`src/rtl/encoder_pkg.sv`:
```
// encoder_pkg: shared widths, index type and bit-count helper for the 4-to-2 encoder
package encoder_pkg;
  localparam int IN_W  = 4;
  localparam int OUT_W = 2;
  typedef logic [OUT_W-1:0] idx_t;
  function automatic logic [2:0] popcount4(input logic [IN_W-1:0] v);
    return 3'(v[0]) + 3'(v[1]) + 3'(v[2]) + 3'(v[3]);
  endfunction
endpackage

```
`src/rtl/encoder_4x2_core.sv`:
```
// encoder_4x2_core: combinational one-hot / priority encode with invalid-case flags
module encoder_4x2_core
  import encoder_pkg::*;
#(
  parameter bit PRIORITY = 1'b0
) (
  input  logic [IN_W-1:0] in,
  output idx_t            out,
  output logic            valid,
  output logic            none,
  output logic            multi
);
  logic [2:0] cnt;
  idx_t       hi;
  always_comb begin
    cnt   = popcount4(in);
    hi    = in[3] ? 2'd3 : in[2] ? 2'd2 : in[1] ? 2'd1 : 2'd0;
    none  = cnt == 3'd0;
    multi = cnt > 3'd1;
    valid = PRIORITY ? !none : cnt == 3'd1;
    out   = valid ? hi : '0;
  end
endmodule

```
`src/rtl/encoder_4x2.sv`:
```
// encoder_4x2: 4-to-2 encoder with optional registered outputs and sync reset
module encoder_4x2
  import encoder_pkg::*;
#(
  parameter bit PRIORITY   = 1'b0,
  parameter bit REGISTERED = 1'b1
) (
  input  logic            clk,
  input  logic            rst,
  input  logic [IN_W-1:0] in,
  output idx_t            out,
  output logic            valid,
  output logic            none,
  output logic            multi
);
  idx_t c_out;
  logic c_valid, c_none, c_multi;
  encoder_4x2_core #(.PRIORITY(PRIORITY)) u_core (
    .in(in), .out(c_out), .valid(c_valid), .none(c_none), .multi(c_multi)
  );
  if (REGISTERED) begin : g_reg
    idx_t out_d, out_q;
    logic valid_d, valid_q, none_d, none_q, multi_d, multi_q;
    always_comb begin
      out_d   = rst ? '0 : c_out;
      valid_d = rst ? 1'b0 : c_valid;
      none_d  = rst ? 1'b0 : c_none;
      multi_d = rst ? 1'b0 : c_multi;
    end
    always_ff @(posedge clk) begin
      out_q   <= out_d;
      valid_q <= valid_d;
      none_q  <= none_d;
      multi_q <= multi_d;
    end
    assign {out, valid, none, multi} = {out_q, valid_q, none_q, multi_q};
  end else begin : g_comb
    // clk and rst are intentionally unused when the outputs are combinational
    logic unused_clk_rst;
    assign unused_clk_rst = ^{clk, rst};
    assign {out, valid, none, multi} = {c_out, c_valid, c_none, c_multi};
  end
endmodule

```
`config.mk`:
```
export PLATFORM = sky130hd
export DESIGN_NAME = encoder_4x2
export DESIGN_NICKNAME = d
export VERILOG_FILES = /design/src/rtl/encoder_pkg.sv /design/src/rtl/encoder_4x2_core.sv /design/src/rtl/encoder_4x2.sv
export SDC_FILE = /design/constraint.sdc
export NUM_CORES = 1
export LEC_CHECK = 0
export BUFFER_PORTS_ARGS = -buffer_cell sky130_fd_sc_hd__buf_2
export CORE_AREA = 2 2 39 41
export CTS_BUF_LIST = sky130_fd_sc_hd__clkbuf_8
export CTS_CLUSTER_DIAMETER = 50
export DETAILED_ROUTE_END_ITERATION = 8
export DIE_AREA = 0 0 41 43
export HOLD_SLACK_MARGIN = 0.05
export SYNTH_ARGS = -nofsm -noshare
export SYNTH_HDL_FRONTEND = slang
export SYNTH_SLANG_ARGS = --single-unit
```
`constraint.sdc`:
```
create_clock -name clk -period 2.3 [get_ports clk]
set_input_delay 0.345 -clock clk [delete_from_list [all_inputs] [get_ports clk]]
set_output_delay 0.345 -clock clk [all_outputs]
set_load 0.05 [all_outputs]
```
Yosys cells after proc, flatten, opt, wreduce, memory -nomap -nowiden
Index checks and enable logic that the tools add are counted.

word-level totals
  flip-flop bits (word level) = 5
  input port bits = 6
  word-level logic and storage cells = 15

cells by class
  add/sub/neg operators = 3
  $lt $le $gt $ge = 1
  eq/ne operators = 1
  muxes and demuxes = 3
  bitwise logic cells = 1
  reduce and logical (&&, ||, !) cells = 2

operators by type and width
  operator            number
  $add 3x1->3         2
  $mux 2              2
  $eq 3x1->1 const B  1
  $gt 3x1->1 const B  1
  $logic_not 3->1     1
  $add 1x1->2         1
  $reduce_or 2->1     1
  $mux 1              1
  $not 1->1           1

Logic depth before layout (Yosys ltp)
Gate-level depths: netlist (run 1).

  depth after elaboration = 6
  gate-level depth with buffers = 6
  mapped depth without buffers = 6

Modules after synthesis
Synthesis (run 1) repeated with hierarchy kept, for this count alone.

unflattened totals
  cell total of the unflattened synthesis = 26
  area, all modules = 260.2 sq um

modules (own cells, without submodules)
  module            instances  cells an instance  area an instance (sq um)  seq. area each (sq um)
  encoder_4x2       1          10                 131.4                     100.1
  encoder_4x2_core  1          16                 128.9                     0.0

Least setup slack after synthesis (run 1)
OpenSTA, ideal clock, no wires.

  path kind = input to register
  start point = input in[0]
  end point = register g_reg.out_q[0] (netlist: out[0])
  setup time = 0.058 ns
  arrival time = 1.784 ns
  path slack = 0.458 ns
  cell stages on the path = 5
  path buffers = 0
  path through = ha_1 -> fa_1 -> ha_1 -> nor4b_4 -> o21a_1

on the way
  longest elaborated chain between the ends = 6

ends and longest elaborated chain
  what                       line                    RTL
  from (decl)                encoder_4x2.sv:10       input logic [IN_W-1:0] in,
  $add 1x1->2                encoder_pkg.sv:7        return 3'(v[0]) + 3'(v[1]) + 3'(v[2]) + 3'(v[3]);
  $add 3x1->3 (2 in a row)   encoder_pkg.sv:7
  $eq 3x1->1                 encoder_4x2_core.sv:20  valid = PRIORITY ? !none : cnt == 3'd1;
  $not 1->1 (no line)        n/a
  $reduce_or 2->1 (no line)  n/a
  to (signal assigned)       encoder_4x2.sv:31       out_q <= out_d;
  to (decl)                  encoder_4x2.sv:22       idx_t out_d, out_q;

No other way between the ends.
A chain may end at the register's enable or synchronous reset.

Worst setup path in the final report (run 1)
  start point = input in[0]
  end point = register g_reg.out_q[1] (netlist: out[1])

The elaborated chain is that of the path after synthesis.

==> summary.txt, run 1 <==
Synthesis
  – Register area share after synthesis: 0.408
  – Syn Inst Count: 20
  – Post-Synthesis Cell Area: 245 µm²
  – Compound-Gate Fraction of Synth Area: 0.0969
  – Synth Area in XOR/XNOR: 0
  – Synth unique cells: 11
  – Adder-cell share of the synthesized area: 0.286
  – Syn_nets: 31
  – Simple-Gate Fraction of Synth Area: 0.179
  – Syn_area_per_cell: 12.3 µm²
  – Warnings, synthesis: 0
  – Proportion of synthesized area in mux cells: 0
  – Largest family of logic cells by synthesized area: adder cells
  – #FFs+latches synth: 5

Clocking
  – Clock Path Buffers: 2
  – Hold_buf cts: 0
  – Setup Fix Bufs, Post-CTS: 0
  – H-tree Lvls: 1
  – Clk pin slew, worst setup/hold paths: 0.03 ns
  – Clock sink count: 5
  – Clock root buffer: clkbuf_8
  – CTS tree: built
  – Inserted Clock Buffers: 3
  – # resized after CTS: 0

Floorplan
  – DIE AREA: 1760 µm²
  – I/O pins: 11
  – Core Region: 1380 µm²
  – DIE WIDTH: between 40 and 50 µm
  – Initial Util: 0.177
  – DIE HEIGHT: approximately 43 µm
  – Site Rows: 14

Critical path
  – Slowest cell on crit path: fa_1
  – Crit Path Max Fanout: 3
  – Kind of critical path: primary input to register
  – CP Launch Type: primary input
  – Worst Setup SP: in[0]
  – Worst Path Required: about 2.5 ns
  – Delay-heaviest family, CP: adder cells
  – Arrival time at the worst endpoint: 1.96 ns
  – Crit-path cells: buf_2, ha_1, fa_1, ha_1, nor4b_4, o21a_1
  – Slowest stage delay, CP: 0.39 ns
  – Worst Setup EP: out[1]$_SDFF_PP0_
  – Crit path top cell by count: ha_1
  – Crit path buffers/inverters: 1
  – CP Capture Type: register
  – Crit path depth: 6

Status
  – Status: completed

Cells and area
  – Most frequent cells in the layout: buf_2 (10), dfxtp_1 (5), ha_1 (4), inv_1 (3), clkbuf_8 (3)
  – Layout cells sized above 1: 0.412
  – P&R area growth vs syn: 46.9%
  – Nets: 46
  – Antenna cell count: 0
  – Filler cells: 151
  – Commonest non-fill, non-tap cell in the layout: buf_2

GRT
  – Largest net degree at the start of global routing: 5
  – Total Routing Usage GR: 0.0634
  – First-pass GRT wire length: 662 µm
  – Vias in the first global route: 174
  – Met1 Usage GRT: 0.0617
  – GR Util met2: 0.0688
  – Grt total ovfl: 0
  – Met3 usage: 0.0366
  – Initial antenna violation count: 0
  – Most Used Layer, Global Route: met4

STA
  – Hold Violations, Final: 0
  – RSZ-0062 raised after global routing: no
  – FMAX: ~560 MHz
  – Final WS setup: roughly 0.51 ns
  – Part of the cycle the worst path needs: 0.780
  – Rel. slew slack: 0.844
  – Final Setup Violations: 0
  – Total negative slack: 0 ns
  – Max-slew violations: 0
  – Period minus WS final: 1.79 ns
  – Worst-Margin Slew: between 0.2 and 0.25 ns

Detailed routing
  – Drt wl/cell: 7.90 µm
  – Drt pass-1 iters: 1
  – Final wirelength: slightly below 400 µm
  – Drt via density: 3.62
  – Drt initial violations: 0
  – Post-route DRC: 0
  – Post-DRT Antenna Nets: 0
  – DR vias: 181

Power
  – Max rail drop VDD: between 0.1 and 0.15 mV
  – Leakage: 0.180 nW
  – PD cells: roughly 920 nW/µm²

Hold path
  – Worst min-delay path class: primary input to register
  – Hold Path Origin: rst

Placement
  – Dpl ws: 0.277 ns
  – RePlAce Congestion: 0.706
  – I/O Buffers: 10
  – HPWL after detailed placement: roughly 330 µm

Job
  – MaxCap Viol Count: 0
kinds of logic after synthesis:
logic type,after synthesis
DFF,5
buffers and inverters,2
AOI/OAI and AO/OA,3
adders and majority gates,5
and+or+nand+nor,5
area by class of cell:
type | instances | area [µm²] | share of cell area
repair buffers | 10 | 50.0 | 0.139
multi-input cells | 13 | 138 | 0.382
well taps | 16 | 20.0 | 0.0556
clock inverters | 1 | 3.75 | 0.0104
flip-flops and latches | 5 | 100 | 0.278
inverters | 2 | 7.51 | 0.0208
clock buffers | 3 | 41.3 | 0.115
worst min-delay path by stage:
| stage | to | slack, ns | cells past startpoint |
|---|---|---|---|
| floorplan | none$_SDFF_PP0_ | 0.42 | 1 |
| global placement | none$_SDFF_PP0_ | 0.58 | 2 |
| detailed placement | none$_SDFF_PP0_ | 0.58 | 2 |
| CTS | valid$_SDFF_PP0_ | 0.35 | 2 |
| global route | none$_SDFF_PP0_ | 0.36 | 2 |
| finish | none$_SDFF_PP0_ | 0.36 | 2 |
where the power goes:
group / internal [mW] / total (mW) / switching, mW
Combinational: 0.0272 / 0.0810 / 0.0538
Clock: 0.114 / 0.153 / 0.0390
Sequential: 0.0959 / 0.0974 / 0.00152
Total: 0.237 / 0.331 / 0.0944
stage by stage:
step	instance area [µm²]	power, mW	cells	hold slack [ns]	utilization
4_1_cts	360	0.339	50	0.353	0.260
5_1_grt	360	0.353	50	0.363	0.260
3_5_place_dp	315	0.180	46	0.584	0.228
2_1_floorplan	245	0.161	20	0.417	-
6_report	360	0.331	50	0.356	0.260
3_3_place_gp	315	0.180	46	0.577	0.228
cell usage after synthesis:
| master | n | share of area |
|---|---|---|
| dfxtp_1 | 5 | 0.41 |
| ha_1 | 4 | 0.20 |
| inv_1 | 2 | 0.031 |
| o21a_1 | 2 | 0.061 |
| a221oi_1 | 1 | 0.036 |
| fa_1 | 1 | 0.082 |
| nand2_1 | 1 | 0.015 |
| nor2_1 | 1 | 0.015 |
| nor2b_1 | 1 | 0.026 |
| nor4_1 | 1 | 0.026 |
| nor4b_4 | 1 | 0.097 |
metal layers:
layer  vias up  share of wire
met1        76           0.41
li1         97              -
met3         0           0.15
met5         -              0
met2         8           0.44
met4         0              0
registers in the layout (all words and copies together), names as in the netlist:
register  flops
none          1
valid         1
out           2
multi         1
Power figures use the tool's default switching activity.
==> run 2, diff against run 1 <==
--- a/config.mk
+++ b/config.mk
@@ -5,6 +5,7 @@
 export SDC_FILE = /design/constraint.sdc
 export NUM_CORES = 1
 export LEC_CHECK = 0
+export ABC_AREA = 1
 export BUFFER_PORTS_ARGS = -buffer_cell sky130_fd_sc_hd__buf_2
 export CORE_AREA = 2 2 39 41
 export CTS_BUF_LIST = sky130_fd_sc_hd__clkbuf_8
==> constraint.sdc (replaced) <==
create_clock -name clk -period 1.75 [get_ports clk]
set_input_delay 0.2625 -clock clk [delete_from_list [all_inputs] [get_ports clk]]
set_output_delay 0.2625 -clock clk [all_outputs]
set_load 0.05 [all_outputs]
==> summary.txt, run 2 <==
Hold path
  – Hold Path Origin: rst
  – Worst min-delay path class: primary input to register

Detailed routing
  – Final wirelength: 458 µm (+16%)
  – Drt wl/cell: 7.51 µm (-5.0%)
  – Drt initial violations: 0 (unchanged)
  – Drt via density: 3.51 (-3.1%)
  – Drt pass-1 iters: 1 (unchanged)
  – DR vias: 214 (+18%)
  – Post-route DRC: 0 (unchanged)
  – Post-DRT Antenna Nets: 0 (unchanged)

Job
  – MaxCap Viol Count: 0 (unchanged)

Synthesis
  – Ys async rst share: 0 (unchanged)
  – Syn_area_per_cell: 8.11 µm² (-34%)
  – #FFs+latches synth: 5 (unchanged)
  – Most common cell in the netlist: nor2_1
  – Synth unique cells: 8 (-3)
  – Post-synth EDFFs: 0 (unchanged)
  – Ys flop type: dfxtp_1
  – Post-synth top area cell: dfxtp_1
  – Syn_nets: 42 (+35%)
  – Post-Synthesis Cell Area: 251 µm² (+2.6%)
  – Top post-synthesis cells by area: dfxtp_1 (40%), ha_1 (20%), nor2_1 (12%)
  – Most common library cells after synthesis: nor2_1 (8), inv_1 (6), dfxtp_1 (5), nand2_1 (5), ha_1 (4)
  – Warnings, synthesis: 0 (unchanged)
  – Area share of the largest cell type after synthesis: 0.398 (-0.0102)
  – Register area share after synthesis: 0.398 (-0.0102)
  – Syn Inst Count: 31 (+55%)

Status
  – Status: completed

Clocking
  – Hold_buf cts: 0 (unchanged)
  – Clock root buffer: clkbuf_8
  – Clk pin slew, worst setup/hold paths: 0.03 ns (about the same)
  – # resized after CTS: 0 (unchanged)
  – Inserted Clock Buffers: 3 (unchanged)
  – H-tree Lvls: 1 (unchanged)
  – Clock sink count: 5 (unchanged)
  – Setup Fix Bufs, Post-CTS: 0 (unchanged)
  – Clock Path Buffers: 2 (unchanged)
  – CTS tree: built

Floorplan
  – DIE WIDTH: 41 µm (unchanged)
  – DIE HEIGHT: 43 µm (unchanged)
  – I/O pins: 11 (unchanged)
  – Core Region: 1380 µm² (unchanged)
  – Site Rows: 14 (unchanged)
  – DIE AREA: 1760 µm² (unchanged)
  – Initial Util: 0.182 (+0.00452)

Critical path
  – Crit path buffers/inverters: 1 (unchanged)
  – Worst Path Required: 1.90 ns (-0.56 ns)
  – Crit-path cells: buf_2, ha_1, fa_1, ha_1, nor2_1, nand3_1, nor2_1
  – Slowest stage delay, CP: 0.40 ns (about the same)
  – Arrival time at the worst endpoint: 1.70 ns (-0.26 ns)
  – Delay-heaviest family, CP: adder cells
  – Kind of critical path: primary input to register
  – Slowest cell on crit path: fa_1
  – CP Launch Type: primary input
  – CP Capture Type: register
  – Crit Path Max Fanout: 3 (unchanged)
  – Worst Setup SP: in[0]

STA
  – Final Setup Violations: 0 (unchanged)
  – Final WS setup: 0.204 ns (-0.302 ns)
  – FMAX: 647 MHz
  – Worst-Margin Slew: 0.250 ns (+0.0171 ns)
  – Rel. slew slack: 0.835 (-0.00883)
  – Max-slew violations: 0 (unchanged)
  – Part of the cycle the worst path needs: 0.883
  – RSZ-0062 raised after global routing: no
  – Period minus WS final: 1.55 ns
  – Hold Violations, Final: 0 (unchanged)
  – Worst hold margin: 0.213 ns (-0.143 ns)

GRT
  – Largest net degree at the start of global routing: 5 (unchanged)
  – First-pass GRT wire length: 655 µm (-1.1%)
  – Grt total ovfl: 0 (unchanged)
  – Total Routing Usage GR: 0.0624 (-0.00107)
  – Initial antenna violation count: 0 (unchanged)
  – Vias in the first global route: 186 (+6.9%)

Cells and area
  – Nets: 57 (+24%)
  – Final Cell Area: 367 µm² (+1.7%)
  – Antenna cell count: 0 (unchanged)
  – P&R area growth vs syn: 45.8%
  – Commonest non-fill, non-tap cell in the layout: buf_2
  – Layout cells sized above 1: 0.289 (-0.123)
  – Most frequent cells in the layout: buf_2 (10), nor2_1 (8), inv_1 (7), nand2_1 (5), dfxtp_1 (5)
  – Max FFs per register: 2 (unchanged)
  – Filler cells: 159 (+5.3%)

Placement
  – HPWL after detailed placement: 376 µm (+12%)
  – I/O Buffers: 10 (unchanged)
  – RePlAce Congestion: 0.716 (+1.4%)
  – Dpl ws: -0.0133 ns (-0.291 ns)
  – Placed Area: 322 µm² (+2.0%)

Power
  – PD cells: 1190 nW/µm² (+29%)
  – Max rail drop VDD: 0.227 mV (+70%)
  – Leakage: 0.214 nW (+19%)
==> run 2: changes by cell type in the layout (fill, tap and decap cells not counted), sizes merged <==
cell    before  now
nor2         1    8
inv          3    7
nand2        1    5
o21a         2    0
a21oi        0    1
a221oi       1    0
nand3        0    1
nor2b        1    0
nor4         1    0
nor4b        1    0
==> run 2: power breakdown <==
group / switching (mW) / leakage (nW) / internal (mW) / total, mW
logic: 0.0749 / 0.146 / 0.0314 / 0.106
registers: 0.00234 / 0.0411 / 0.126 / 0.128
clock network: 0.0506 / 0.0269 / 0.150 / 0.200
total: 0.128 / 0.214 / 0.307 / 0.435
==> run 2: cell type report <==
| type | instances | area [µm²] | share of cell area |
|---|---|---|---|
| multi-input cells | 20 | 129 | 0.352 |
| clock inverters | 1 | 3.75 | 0.0102 |
| flip-flops and latches | 5 | 100 | 0.273 |
| well taps | 16 | 20.0 | 0.0546 |
| inverters | 6 | 22.5 | 0.0614 |
| clock buffers | 3 | 41.3 | 0.113 |
| repair buffers | 10 | 50.0 | 0.137 |
==> run 2: worst paths after layout <==
path | to | slack, ns | depth (start not counted)
worst max-delay path | out[1]$_SDFF_PP0_ | 0.20 | 7
worst min-delay path | none$_SDFF_PP0_ | 0.21 | 2
==> run 2: kinds of logic (layout without fill, tap and decap cells) <==
logic type / Yosys count / after routing / share of synthesized area
fa+ha+maj: 5 / 5 / 0.279
simple gates: 14 / 14 / 0.214
buf+inv: 6 / 20 / 0.0895
flops: 5 / 5 / 0.398
compound gates: 1 / 1 / 0.0199
==> run 2: layer usage <==
layer	track usage	routed length (µm)
met1	0.0680	207
met2	0.0719	192
met3	0.0157	46
met4	0.100	11
met5	0	0
==> run 2: per-stage QoR <==
| stage | instances | power [mW] | util | TNS [ns] |
|---|---|---|---|---|
| after global routing | 61 | 0.455 | 0.265 | 0 |
| final | 61 | 0.435 | 0.265 | 0 |
| after CTS | 61 | 0.444 | 0.265 | 0 |
| after global placement | 57 | 0.235 | 0.232 | -0.00146 |
| after floorplan | 31 | 0.210 | - | 0 |
| after detailed placement | 57 | 0.237 | 0.232 | -0.0229 |
==> run 3, diff against run 2 <==
--- a/config.mk
+++ b/config.mk
@@ -6,7 +6,7 @@
 export NUM_CORES = 1
 export LEC_CHECK = 0
 export ABC_AREA = 1
-export BUFFER_PORTS_ARGS = -buffer_cell sky130_fd_sc_hd__buf_2
+export BUFFER_PORTS_ARGS = -buffer_cell sky130_fd_sc_hd__clkbuf_2
 export CORE_AREA = 2 2 39 41
 export CTS_BUF_LIST = sky130_fd_sc_hd__clkbuf_8
 export CTS_CLUSTER_DIAMETER = 50
==> summary.txt, run 3 (same netlist as run 2, synthesis figures left out) <==
STA
  – Rel. slew slack: 0.816 (-0.0183)
  – Part of the cycle the worst path needs: 0.867 (-0.0163)
  – Max-slew violations: 0 (unchanged)
  – Total negative slack: 0 ns (unchanged)
  – Final Setup Violations: 0 (unchanged)
  – Period minus WS final: 1.52 ns (-0.0286 ns)
  – Hold Violations, Final: 0 (unchanged)
  – Worst-Margin Slew: 0.277 ns (+0.0269 ns)
  – FMAX: 659 MHz (+1.9%)
  – RSZ-0062 raised after global routing: no

Power
  – Max rail drop VDD: 0.244 mV (+7.3%)
  – PD cells: 1200 nW/µm² (+1.1%)
  – Leakage: 0.212 nW (-1.0%)

Clocking
  – Hold_buf cts: 0 (unchanged)
  – CTS tree: built
  – Clock Path Buffers: 2 (unchanged)
  – H-tree Lvls: 1 (unchanged)
  – Inserted Clock Buffers: 3 (unchanged)
  – Clock sink count: 5 (unchanged)
  – # resized after CTS: 0 (unchanged)
  – Clock root buffer: clkbuf_8
  – Setup Fix Bufs, Post-CTS: 0 (unchanged)
  – Clk pin slew, worst setup/hold paths: 0.03 ns (about the same)

Detailed routing
  – Final wirelength: 446 µm (-2.6%)
  – DR vias: 229 (+7.0%)
  – Drt initial violations: 6 (+6)
  – Drt wl/cell: 7.31 µm (-2.6%)
  – Drt pass-1 iters: 4 (+3)
  – Post-route DRC: 0 (unchanged)
  – Drt via density: 3.75 (+7.0%)
  – Post-DRT Antenna Nets: 0 (unchanged)

Cells and area
  – Commonest non-fill, non-tap cell in the layout: clkbuf_2
  – Antenna cell count: 0 (unchanged)
  – Layout cells sized above 1: 0.289 (unchanged)
  – P&R area growth vs syn: 45.8% (unchanged)
  – Max FFs per register: 2 (unchanged)
  – Most frequent cells in the layout: clkbuf_2 (10), nor2_1 (8), inv_1 (7), nand2_1 (5), dfxtp_1 (5)
  – Final Non-Filler Cells: 61 (unchanged)
  – Nets: 57 (unchanged)
  – Filler cells: 160 (+0.63%)

Critical path
  – CP Launch Type: primary input
  – Kind of critical path: primary input to register
  – Crit-path cells: clkbuf_2, ha_1, fa_1, ha_1, nor2_1, nand3_1, nor2_1
  – Worst Path Required: 1.91 ns (about the same)
  – Slowest stage delay, CP: 0.39 ns (about the same)
  – Arrival time at the worst endpoint: 1.67 ns (-0.03 ns)
  – Crit Path Max Fanout: 3 (unchanged)
  – CP Capture Type: register
  – Slowest cell on crit path: fa_1

Placement
  – HPWL after detailed placement: 372 µm (-1.1%)
  – RePlAce Congestion: 0.710 (-0.81%)
  – Placed cell count: 57 (unchanged)
  – I/O Buffers: 10 (unchanged)

Floorplan
  – Core Region: 1380 µm² (unchanged)
  – Site Rows: 14 (unchanged)
  – DIE WIDTH: 41 µm (unchanged)
  – DIE HEIGHT: 43 µm (unchanged)
  – Initial Util: 0.182 (unchanged)
  – DIE AREA: 1760 µm² (unchanged)
  – I/O pins: 11 (unchanged)

GRT
  – Largest net degree at the start of global routing: 5 (unchanged)
  – Total Routing Usage GR: 0.0705 (+0.00812)
  – Initial antenna violation count: 0 (unchanged)
  – Vias in the first global route: 199 (+7.0%)
  – Grt total ovfl: 0 (unchanged)
  – First-pass GRT wire length: 710 µm (+8.4%)

Status
  – Status: completed

Hold path
  – Worst min-delay path class: primary input to register

Job
  – MaxCap Viol Count: 0 (unchanged)
run 3: area by class of cell:
cell class	instances	area [µm²]	area share
clock buffers	3	41.3	0.113
clock inverters	1	3.75	0.0102
inverters	6	22.5	0.0614
multi-input cells	20	129	0.352
flip-flops and latches	5	100	0.273
well taps	16	20.0	0.0546
repair buffers	10	50.0	0.137
run 3: final timing paths:
| path | cells past startpoint | start | slack (ns) | end |
|---|---|---|---|---|
| max | 7 | in[0] | 0.23 | out[0]$_SDFF_PP0_ |
| min | 2 | rst | 0.21 | none$_SDFF_PP0_ |
run 3: power by group:
part | internal [mW] | switching [mW]
combinational | 0.0308 | 0.0744
clock | 0.150 | 0.0560
sequential | 0.126 | 0.00240
run 3: metal layers:
layer / vias to the layer above / wire length (µm) / track usage
met5: - / 0 / 0
met1: 94 / 178 / 0.0747
li1: 118 / - / -
met2: 13 / 186 / 0.0719
met4: 0 / 27 / 0.120
met3: 4 / 54 / 0.0314
run 3: worst max-delay path: cells and delay by family:
family | cells | cell delay, ns
AND/OR/NAND/NOR | 3 | 0.32
adder cells (fa/ha/maj) | 3 | 1.00
buffers and inverters | 1 | 0.08
run 3: metrics by stage:
stage	setup WS (ns)	cell area (µm²)	utilization	power, mW	hold WS (ns)
after CTS	0.236	367	0.265	0.447	0.212
final	0.233	367	0.265	0.440	0.214
after floorplan	0.181	251	-	0.210	0.334
after detailed placement	0.0168	322	0.232	0.236	0.444
after global routing	0.122	367	0.265	0.468	0.229
after global placement	0.0142	322	0.232	0.235	0.441
